`src/rtl/sd_cmd_responder.sv`:
```
// Card-side SD CMD line endpoint: receives 48-bit host commands, checks framing/CRC7,
// hands index/argument to the card model, and returns an R1-format response.
//
// state    | meaning
// IDLE     | line idle, waiting for a start bit
// RX       | shifting in frame bits 46..0
// CHECK    | one-cycle gap after the frame verdict pulse
// WAIT_RSP | waiting for the card model to offer a response
// NCR_WAIT | line held high before the response start bit
// TX       | driving the 48-bit response
module sd_cmd_responder #(
    parameter int NCR         = 2,
    parameter int RSP_TIMEOUT = 64
) (
    input  logic        clk,
    input  logic        rst,
    input  logic        i_sd_cmd,
    output logic        o_sd_cmd,
    output logic        o_sd_cmd_oe,
    output logic        cmd_valid,
    output logic [5:0]  cmd_idx,
    output logic [31:0] cmd_arg,
    output logic        rsp_ready,
    input  logic        rsp_valid,
    input  logic        rsp_none,
    input  logic [31:0] rsp_status,
    output logic        crc_err,
    output logic        frame_err,
    output logic        rsp_timeout,
    output logic        busy
);

    typedef enum logic [2:0] {
        S_IDLE, S_RX, S_CHECK, S_WAIT_RSP, S_NCR_WAIT, S_TX
    } state_t;

    localparam logic [5:0] NCR_LAST = 6'(NCR - 1);
    localparam logic [7:0] TMO_LAST = 8'(RSP_TIMEOUT - 1);

    state_t      state, state_next;
    logic [5:0]  cnt;
    logic [7:0]  timer;
    logic [45:0] rx_sh;
    logic [39:0] tx_sh;
    logic [6:0]  crc;
    logic        frame_bad, crc_bad, timer_done;

    function automatic logic [6:0] crc7_step(input logic [6:0] c, input logic b);
        logic fb;
        fb = c[6] ^ b;
        return {c[5:0], 1'b0} ^ (fb ? 7'h09 : 7'h00);
    endfunction

    // Verdict is formed while the end bit is on the line, so the pulse lands in CHECK.
    assign frame_bad  = !rx_sh[45] || !i_sd_cmd;
    assign crc_bad    = rx_sh[6:0] != crc;
    assign timer_done = timer == TMO_LAST;

    always_ff @(posedge clk or negedge rst) begin
        if (!rst) state <= S_IDLE;
        else      state <= state_next;
    end

    always_comb begin
        state_next  = state;
        rsp_ready   = 1'b0;
        o_sd_cmd    = 1'b1;
        o_sd_cmd_oe = 1'b0;
        busy        = 1'b1;
        case (state)
            S_IDLE: begin
                busy = 1'b0;
                if (!i_sd_cmd) state_next = S_RX;
            end
            S_RX:    if (cnt == 6'd0) state_next = S_CHECK;
            S_CHECK: state_next = cmd_valid ? S_WAIT_RSP : S_IDLE;
            S_WAIT_RSP: begin
                rsp_ready = 1'b1;
                if (rsp_valid)       state_next = rsp_none ? S_IDLE : S_NCR_WAIT;
                else if (timer_done) state_next = S_IDLE;
            end
            S_NCR_WAIT: if (cnt == 6'd0) state_next = S_TX;
            S_TX: begin
                o_sd_cmd_oe = 1'b1;
                o_sd_cmd    = (cnt >= 6'd8) ? tx_sh[39] : ((cnt != 6'd0) ? crc[6] : 1'b1);
                if (cnt == 6'd0) state_next = S_IDLE;
            end
            default: state_next = S_IDLE;
        endcase
    end

    always_ff @(posedge clk or negedge rst) begin
        if (!rst) begin
            cnt         <= 6'd0;
            timer       <= 8'd0;
            rx_sh       <= '0;
            tx_sh       <= '0;
            crc         <= 7'd0;
            cmd_idx     <= 6'd0;
            cmd_arg     <= 32'd0;
            cmd_valid   <= 1'b0;
            crc_err     <= 1'b0;
            frame_err   <= 1'b0;
            rsp_timeout <= 1'b0;
        end else begin
            cmd_valid   <= 1'b0;
            crc_err     <= 1'b0;
            frame_err   <= 1'b0;
            rsp_timeout <= 1'b0;
            case (state)
                S_IDLE: if (!i_sd_cmd) begin
                    cnt <= 6'd46;
                    crc <= crc7_step(7'd0, i_sd_cmd);
                end
                S_RX: begin
                    rx_sh <= {rx_sh[44:0], i_sd_cmd};
                    if (cnt >= 6'd8) crc <= crc7_step(crc, i_sd_cmd);
                    if (cnt != 6'd0) cnt <= cnt - 6'd1;
                    else if (frame_bad) frame_err <= 1'b1;
                    else if (crc_bad)   crc_err   <= 1'b1;
                    else begin
                        cmd_valid <= 1'b1;
                        cmd_idx   <= rx_sh[44:39];
                        cmd_arg   <= rx_sh[38:7];
                    end
                end
                S_CHECK: timer <= 8'd0;
                S_WAIT_RSP: begin
                    if (rsp_valid) begin
                        tx_sh <= {2'b00, cmd_idx, rsp_status};
                        cnt   <= NCR_LAST;
                        crc   <= 7'd0;
                    end else if (timer_done) begin
                        rsp_timeout <= 1'b1;
                    end else begin
                        timer <= timer + 8'd1;
                    end
                end
                S_NCR_WAIT: cnt <= (cnt == 6'd0) ? 6'd47 : cnt - 6'd1;
                S_TX: begin
                    // CRC accumulates on the 40 payload bits, then drains MSB first.
                    if (cnt >= 6'd8) begin
                        crc   <= crc7_step(crc, tx_sh[39]);
                        tx_sh <= {tx_sh[38:0], 1'b0};
                    end else begin
                        crc <= {crc[5:0], 1'b0};
                    end
                    if (cnt != 6'd0) cnt <= cnt - 6'd1;
                end
                default: ;
            endcase
        end
    end

endmodule
```
`config.mk`:
```
export PLATFORM = sky130hd
export DESIGN_NAME = sd_cmd_responder
export DESIGN_NICKNAME = d
export VERILOG_FILES = /design/src/rtl/sd_cmd_responder.sv
export SDC_FILE = /design/constraint.sdc
export NUM_CORES = 1
export LEC_CHECK = 0
export BUFFER_PORTS_ARGS = -buffer_cell sky130_fd_sc_hd__buf_2
export CORE_MARGIN = 4
export CORE_UTILIZATION = 55
export DETAILED_ROUTE_END_ITERATION = 8
export PLACE_DENSITY = 0.76
export SYNTH_ARGS = -nofsm -noshare
export SYNTH_HDL_FRONTEND = slang
export SYNTH_SLANG_ARGS = --single-unit
export TNS_END_PERCENT = 1
```
`constraint.sdc`:
```
create_clock -name clk -period 3.8 [get_ports clk]
set_input_delay 0 -clock clk [delete_from_list [all_inputs] [get_ports clk]]
set_output_delay 0 -clock clk [all_outputs]
set_load 0.02 [all_outputs]
```
==> results of run 1 <==
[layer usage]
| metal | track usage [%] | routed length [um] | vias to the layer above |
|---|---|---|---|
| li1 | - | - | 2212 |
| met1 | 27.6 | 5950 | 2308 |
| met2 | 33.5 | 6680 | 160 |
| met3 | 5.40 | 692 | 30 |
| met4 | 8.41 | 337 | 0 |
| met5 | 0 | 0 | - |
[critical path, cell delays in order (launching register included)]
cell	delay, ns
dfrtp_1	0.73
nand2b_1	0.30
nor2_4	0.05
and4_1	0.23
nand2_2	0.74
mux2_2	0.43
[what timing repair did]
item	in CTS	in global routing
endpoints found under the hold margin	122	0
resized for setup	0	0
buffers inserted	0	0
hold buffers	37	0
[cell type report]
cell class / instances / area share [%]
clock inverters: 14 / 2.06
repair buffers: 125 / 10.4
flip-flops and latches: 152 / 47.4
well taps: 143 / 2.23
multi-input cells: 380 / 32.0
diodes: 1 / 0.0312
clock buffers: 18 / 5.47
inverters: 11 / 0.514
[cells by family (layout without fill, tap and decap cells)]
logic type | count (synthesis) | after routing
simple gates | 196 | 196
flops | 152 | 152
mux | 85 | 85
compound gates | 82 | 82
buf+inv | 42 | 168
xor+xnor | 14 | 14
fa+ha+maj | 3 | 3
other cells | 0 | 1
[placed cells by master (no fill, tap or decap), drive strengths merged, types with 9 or more instances in the layout]
cell,instances
a21oi,9
a31oi,40
buf,88
clkbuf,18
dfrtp,152
dlygate4sd3,37
inv,16
mux2,84
nand2,95
nor2,57
nor3,9
o21ai,11
xnor2,11
[worst max path at each step]
| stage | startpoint | endpoint | slack, ns | depth (start not counted) |
|---|---|---|---|---|
| 2_1_floorplan | cnt[0] | cmd_arg[12] | 1.84 | 9 |
| 3_3_place_gp | cnt[0] | cmd_arg[3] | 1.32 | 7 |
| 3_5_place_dp | state[1] | cmd_arg[11] | 1.21 | 5 |
| 4_1_cts | cnt[0] | cmd_arg[31] | 1.17 | 7 |
| 5_1_grt | state[1] | cmd_arg[3] | 1.03 | 5 |
| 6_report | state[1] | cmd_arg[31] | 1.16 | 5 |
[flip-flops by register name, indices dropped and copies added (netlist names)]
signal and count:
cmd_arg 32, cmd_idx 6, crc_err 1, frame_err 1, cnt 6, cmd_valid 1
rsp_timeout 1, state 3, rx_sh 46, timer 8, crc 7, tx_sh 40
[through the flow]
stage	instance area (um2)	total power, uW
6_report	8030	6330
5_1_grt	8030	6730
3_3_place_gp	7050	4460
3_5_place_dp	7050	4590
2_1_floorplan	6540	4130
4_1_cts	8030	6360
[power by group]
group / switching (uW) / internal (uW)
Combinational: 1010 / 966
Sequential: 453 / 2200
Clock: 703 / 1000
Total: 2160 / 4160
==> impl_metrics.yaml, run 1 <==
status:
  result_of_the_run: "finished, final reports clean"
synth:
  seq_cells_post_synth: 152
  post_synthesis_average_cell_area_um2: 11.4
  synth-compound-area-share_pct: 8.21
  yosys.area_share.adder_pct: 0.574
  cells_after_synthesis: 574
  synthXorXnorAreaFrac_pct: 1.88
  yosys.area.top_type_share_pct: 58.2
  yosys.cell_count.top_type: "dfrtp_1"
  synth.distinct_cells: 45
  combinational_family_with_the_most_area_after_synthesis: "multiplexers"
  simple_gate_share_of_the_synthesized_area_pct: 13.2
  synth_top_cells_by_count: "dfrtp_1 (152), nand2_1 (95), mux2_2 (75)"
  synth_edf_count: 0
  post_synth_instance_area_um2: 6540
  synth_mux_area_share_pct: 15.1
  postSynth.topFlopCell: "dfrtp_1"
  yosys.area.top_type: "dfrtp_1"
  async_flop_share_pct: 100
  postSynthNetCount: 614
  synth_area_leaders: "dfrtp_1 (58%), mux2_2 (13%), nand2_1 (5.5%)"
  syn_warnings: 0
  sequential_element_share_of_the_synthesized_area_pct: 58.2
worst_setup_path:
  required_ns: 4.11
  reg2reg_slack_ns: 1.16
  critical_path_peak_fanout: 39
  reg2reg_to: "cmd_arg[31]"
  r2r.worst_path.cells: 5
  data_arrival_time_at_the_worst_slack_endpoint_ns: 2.95
  endpoint_kind: "flip-flop"
  path_class: "reg2reg"
  crit_path_start_kind: "flip-flop"
  regToRegStartpoint: "state[1]"
timing:
  rsz_0062_raised_after_global_routing: "false"
  max_clock_freq_mhz: 379
  worst_pin_slew_ns: 1.02
  slew_headroom_pct: 31.7
  timing.setup.tns_ns: 0
  post-route-worst-setup-slack_ns: 1.16
  final_period_minus_worst_setup_slack_ns: 2.64
  clock_skew_ns: 0.00743
  timing.final.max_slew_violations: 0
  hold-worst-slack_ns: 0.193
  setup_viol: 0
  finalCritPeriodShare_pct: 69.4
  hold_viol: 0
detailed_routing:
  routed_wl_um: 13700
  postRouteAntennaNets: 0
  wire_length_per_cell_after_detailed_routing_um: 16.2
  vias: 4710
  drt_pre_antenna_iters: 6
  drc: 0
  vias_per_cell: 5.58
  first_iter_violations: 275
floorplanning:
  dieArea_um2: 13700
  die_x_um: 117
  i_o_pin_count: 83
  floorplan.initialDensity_pct: 56.8
  core_area_um2: 11500
  rows: 39
  fp.dieH_um: 117
clock_tree:
  path_clk_slew_ns: 0.07
  cts_max_path_buffers: 2
  cts_tree: "built"
  ctsHtreeMaxLevel: 4
  numCtsBuffers: 17
  root_buffer: "clkbuf_16"
  clkSinkCount: 152
  worst_skew_late_latency_ns: 0.42
final_layout:
  num-fill-cells: 806
  area_occupied_by_multi_input_gates_um2: 2570
  finish.utilization_pct: 69.7
  final_layout_net_count: 727
  post_route_cells_drive_above_1_share_pct: 30.0
  final_cells: 844
  synthToLayoutAreaGrowth_pct: 22.8
  seq_area_um2: 3800
grt:
  grt_start_max_net_pins: 89
  grt_antenna_before_repair: 0
  grt_pass1_vias: 4652
  grt_use_total_pct: 21.0
  grt_first_pass_wirelength_um: 22400
  grt-ovfl-total: 0
placed_design:
  io_buffers: 82
  numPlacedInstances: 774
  post-place-ws_ns: 1.21
  globalplace.congestion: 0.857
  dpl.hpwl_um: 8120
power_and_ir_drop:
  total_leakage_power_uw: 0.00382
  ir_worst_vdd_v: 0.000478
  power.density_cell_area_nw_per_um2: 788
job:
  maxCapViolations: 0
worst_hold_path:
  timing.hold.worst.class: "in2async"
Power figures use the tool's default switching activity.
==> inputs of run 2 (changes only) <==
==> constraint.sdc (replaced) <==
create_clock -name clk -period 2.48 [get_ports clk]
set_input_delay 0 -clock clk [delete_from_list [all_inputs] [get_ports clk]]
set_output_delay 0 -clock clk [all_outputs]
set_load 0.02 [all_outputs]
==> impl_metrics.yaml, run 2 (synthesis results as in run 1) <==
clock_tree:
  cts_tree: "built"
  worst_skew_late_latency_ns: 0.43
  ctsHtreeMaxLevel: 4
  root_buffer: "clkbuf_16"
  numCtsBuffers: 17
  path_clk_slew_ns: 0.06
  post_cts.resized_instances: 0
  clkSinkCount: 152
  cts_max_path_buffers: 2
worst_setup_path:
  critical-path-slowest-cell: "dfrtp_1"
  path_class: "reg2out"
  regToRegStartpoint: "cnt[0]"
  endpoint_kind: "output port"
  series_of_cell_instances_along_the_critical_path: "nor2b_1 > nand2_1 > inv_1 > buf_4 > buf_2"
  critical_path_peak_fanout: 40
  required_ns: 2.48
  crit_path_start_kind: "flip-flop"
  startpoint: "state[0]"
  data_arrival_time_at_the_worst_slack_endpoint_ns: 2.23
  slowest_delay_ns: 0.61
grt:
  grt_use_total_pct: 21.5
  grt_start_max_net_pins: 79
  grt_pass1_vias: 4807
  grt-ovfl-total: 0
  grt_first_pass_wirelength_um: 22900
  grt_antenna_before_repair: 0
job:
  maxCapViolations: 0
detailed_routing:
  drt_pre_antenna_iters: 4
  vias_per_cell: 5.51
  drc: 0
  routed_wl_um: 13600
  vias: 4667
  wire_length_per_cell_after_detailed_routing_um: 16.0
  first_iter_violations: 409
  postRouteAntennaNets: 0
timing:
  hold_viol: 0
  worst_pin_slew_ns: 0.535
  rsz_0062_raised_after_global_routing: "false"
  max_clock_freq_mhz: 448
  clock_skew_ns: 0.0101
  finalCritPeriodShare_pct: 89.9
  final_period_minus_worst_setup_slack_ns: 2.23
  timing.final.max_slew_violations: 0
  timing.setup.tns_ns: 0
  slew_headroom_pct: 64.3
  setup_viol: 0
power_and_ir_drop:
  switching_share_pct: 33.0
  comb_power_share_pct: 31.5
  ir_worst_vdd_v: 0.000698
  p_sw_uw: 3230
  total_leakage_power_uw: 0.00387
  p_int_uw: 6550
  seq_power_share_pct: 41.3
  power.density_cell_area_nw_per_um2: 1210
  design_power_total_uw: 9780
  pwr-share-clk_pct: 27.2
final_layout:
  synthToLayoutAreaGrowth_pct: 24.0
  num-fill-cells: 812
  post_route_cells_drive_above_1_share_pct: 30.2
  layout_top_registers: "rx_sh x46, tx_sh x40, cmd_arg x32"
  seq_area_um2: 3800
  area_occupied_by_multi_input_gates_um2: 2570
  largest_register_ffs: 46
  commonest_non_fill_non_tap_cell_in_the_layout: "dfrtp_1"
  most_frequent_cells_in_the_layout: "dfrtp_1 (152), nand2_1 (94), buf_2 (81)"
  final_layout_net_count: 731
  most_flop_heavy_register: "rx_sh"
floorplanning:
  die_x_um: 117
  core_area_um2: 11500
  rows: 39
  dieArea_um2: 13700
  i_o_pin_count: 83
  fp.dieH_um: 117
  floorplan.initialDensity_pct: 56.8
placed_design:
  globalplace.congestion: 0.851
  io_buffers: 82
  dpl.hpwl_um: 8490
worst_hold_path:
  timing.hold.worst.class: "in2async"
status:
  result_of_the_run: "finished, final reports clean"
-- run 2: power by group through the flow --
stage	Combinational (uW)	Sequential, uW	Clock, uW
6_report	3080	4040	2660
5_1_grt	3420	4160	2820
4_1_cts	3110	4040	2710
3_5_place_dp	3020	4060	0
3_3_place_gp	2880	3990	0
2_1_floorplan	2480	3840	0
-- run 2: final cells by class --
class / count / area share (%)
clock inverters: 10 / 1.76
repair buffers: 129 / 11.1
diodes: 1 / 0.0309
clock buffers: 21 / 5.80
multi-input cells: 380 / 31.7
inverters: 11 / 0.509
flip-flops and latches: 152 / 46.9
well taps: 143 / 2.21
-- run 2: worst paths after layout --
path | to | slack [ns] | cells after the start
max in group asynchronous | cnt[3] | 1.57 | 3
hold / removal | cmd_arg[14] | 0.05 | 2
setup / recovery | o_sd_cmd_oe | 0.25 | 5
setup reg to reg | cmd_arg[9] | 0.38 | 8
min in group clk | tx_sh[20] | 0.38 | 4
hold reg to reg | frame_err | 0.48 | 1
-- run 2: metrics by stage --
stage	setup WS, ns	utilization (%)	cells	hold WS (ns)	area [um2]
after floorplan	0.521	-	574	-0.296	6540
after global placement	0.464	61.8	778	-0.0871	7120
after detailed placement	0.390	61.8	778	-0.0828	7120
after CTS	0.243	70.4	846	0.0689	8110
after global routing	0.0601	70.4	846	0.101	8110
final	0.250	70.4	847	0.0518	8110
-- run 2: metal layers --
metal,vias to the layer above,track usage (%),share of wire (%),wire length [um]
met3,20,5.55,3.9,529
met2,93,34.1,49,6690
met1,2325,28.3,45,6120
li1,2229,-,-,-
met4,0,9.25,1.8,246
met5,-,0,0,0
-- run 2: critical path: cells and delay by family (launching register included) --
kind	cells	cell delay, ns
AND/OR/NAND/NOR	2	0.49
buffers and inverters	3	0.69
flip-flops	1	0.61
-- run 2: repair_timing --
| item | CTS | global route |
|---|---|---|
| setup buffers | 0 | 0 |
| hold buffers | 37 | 0 |
| endpoints found under the hold margin | 188 | 0 |
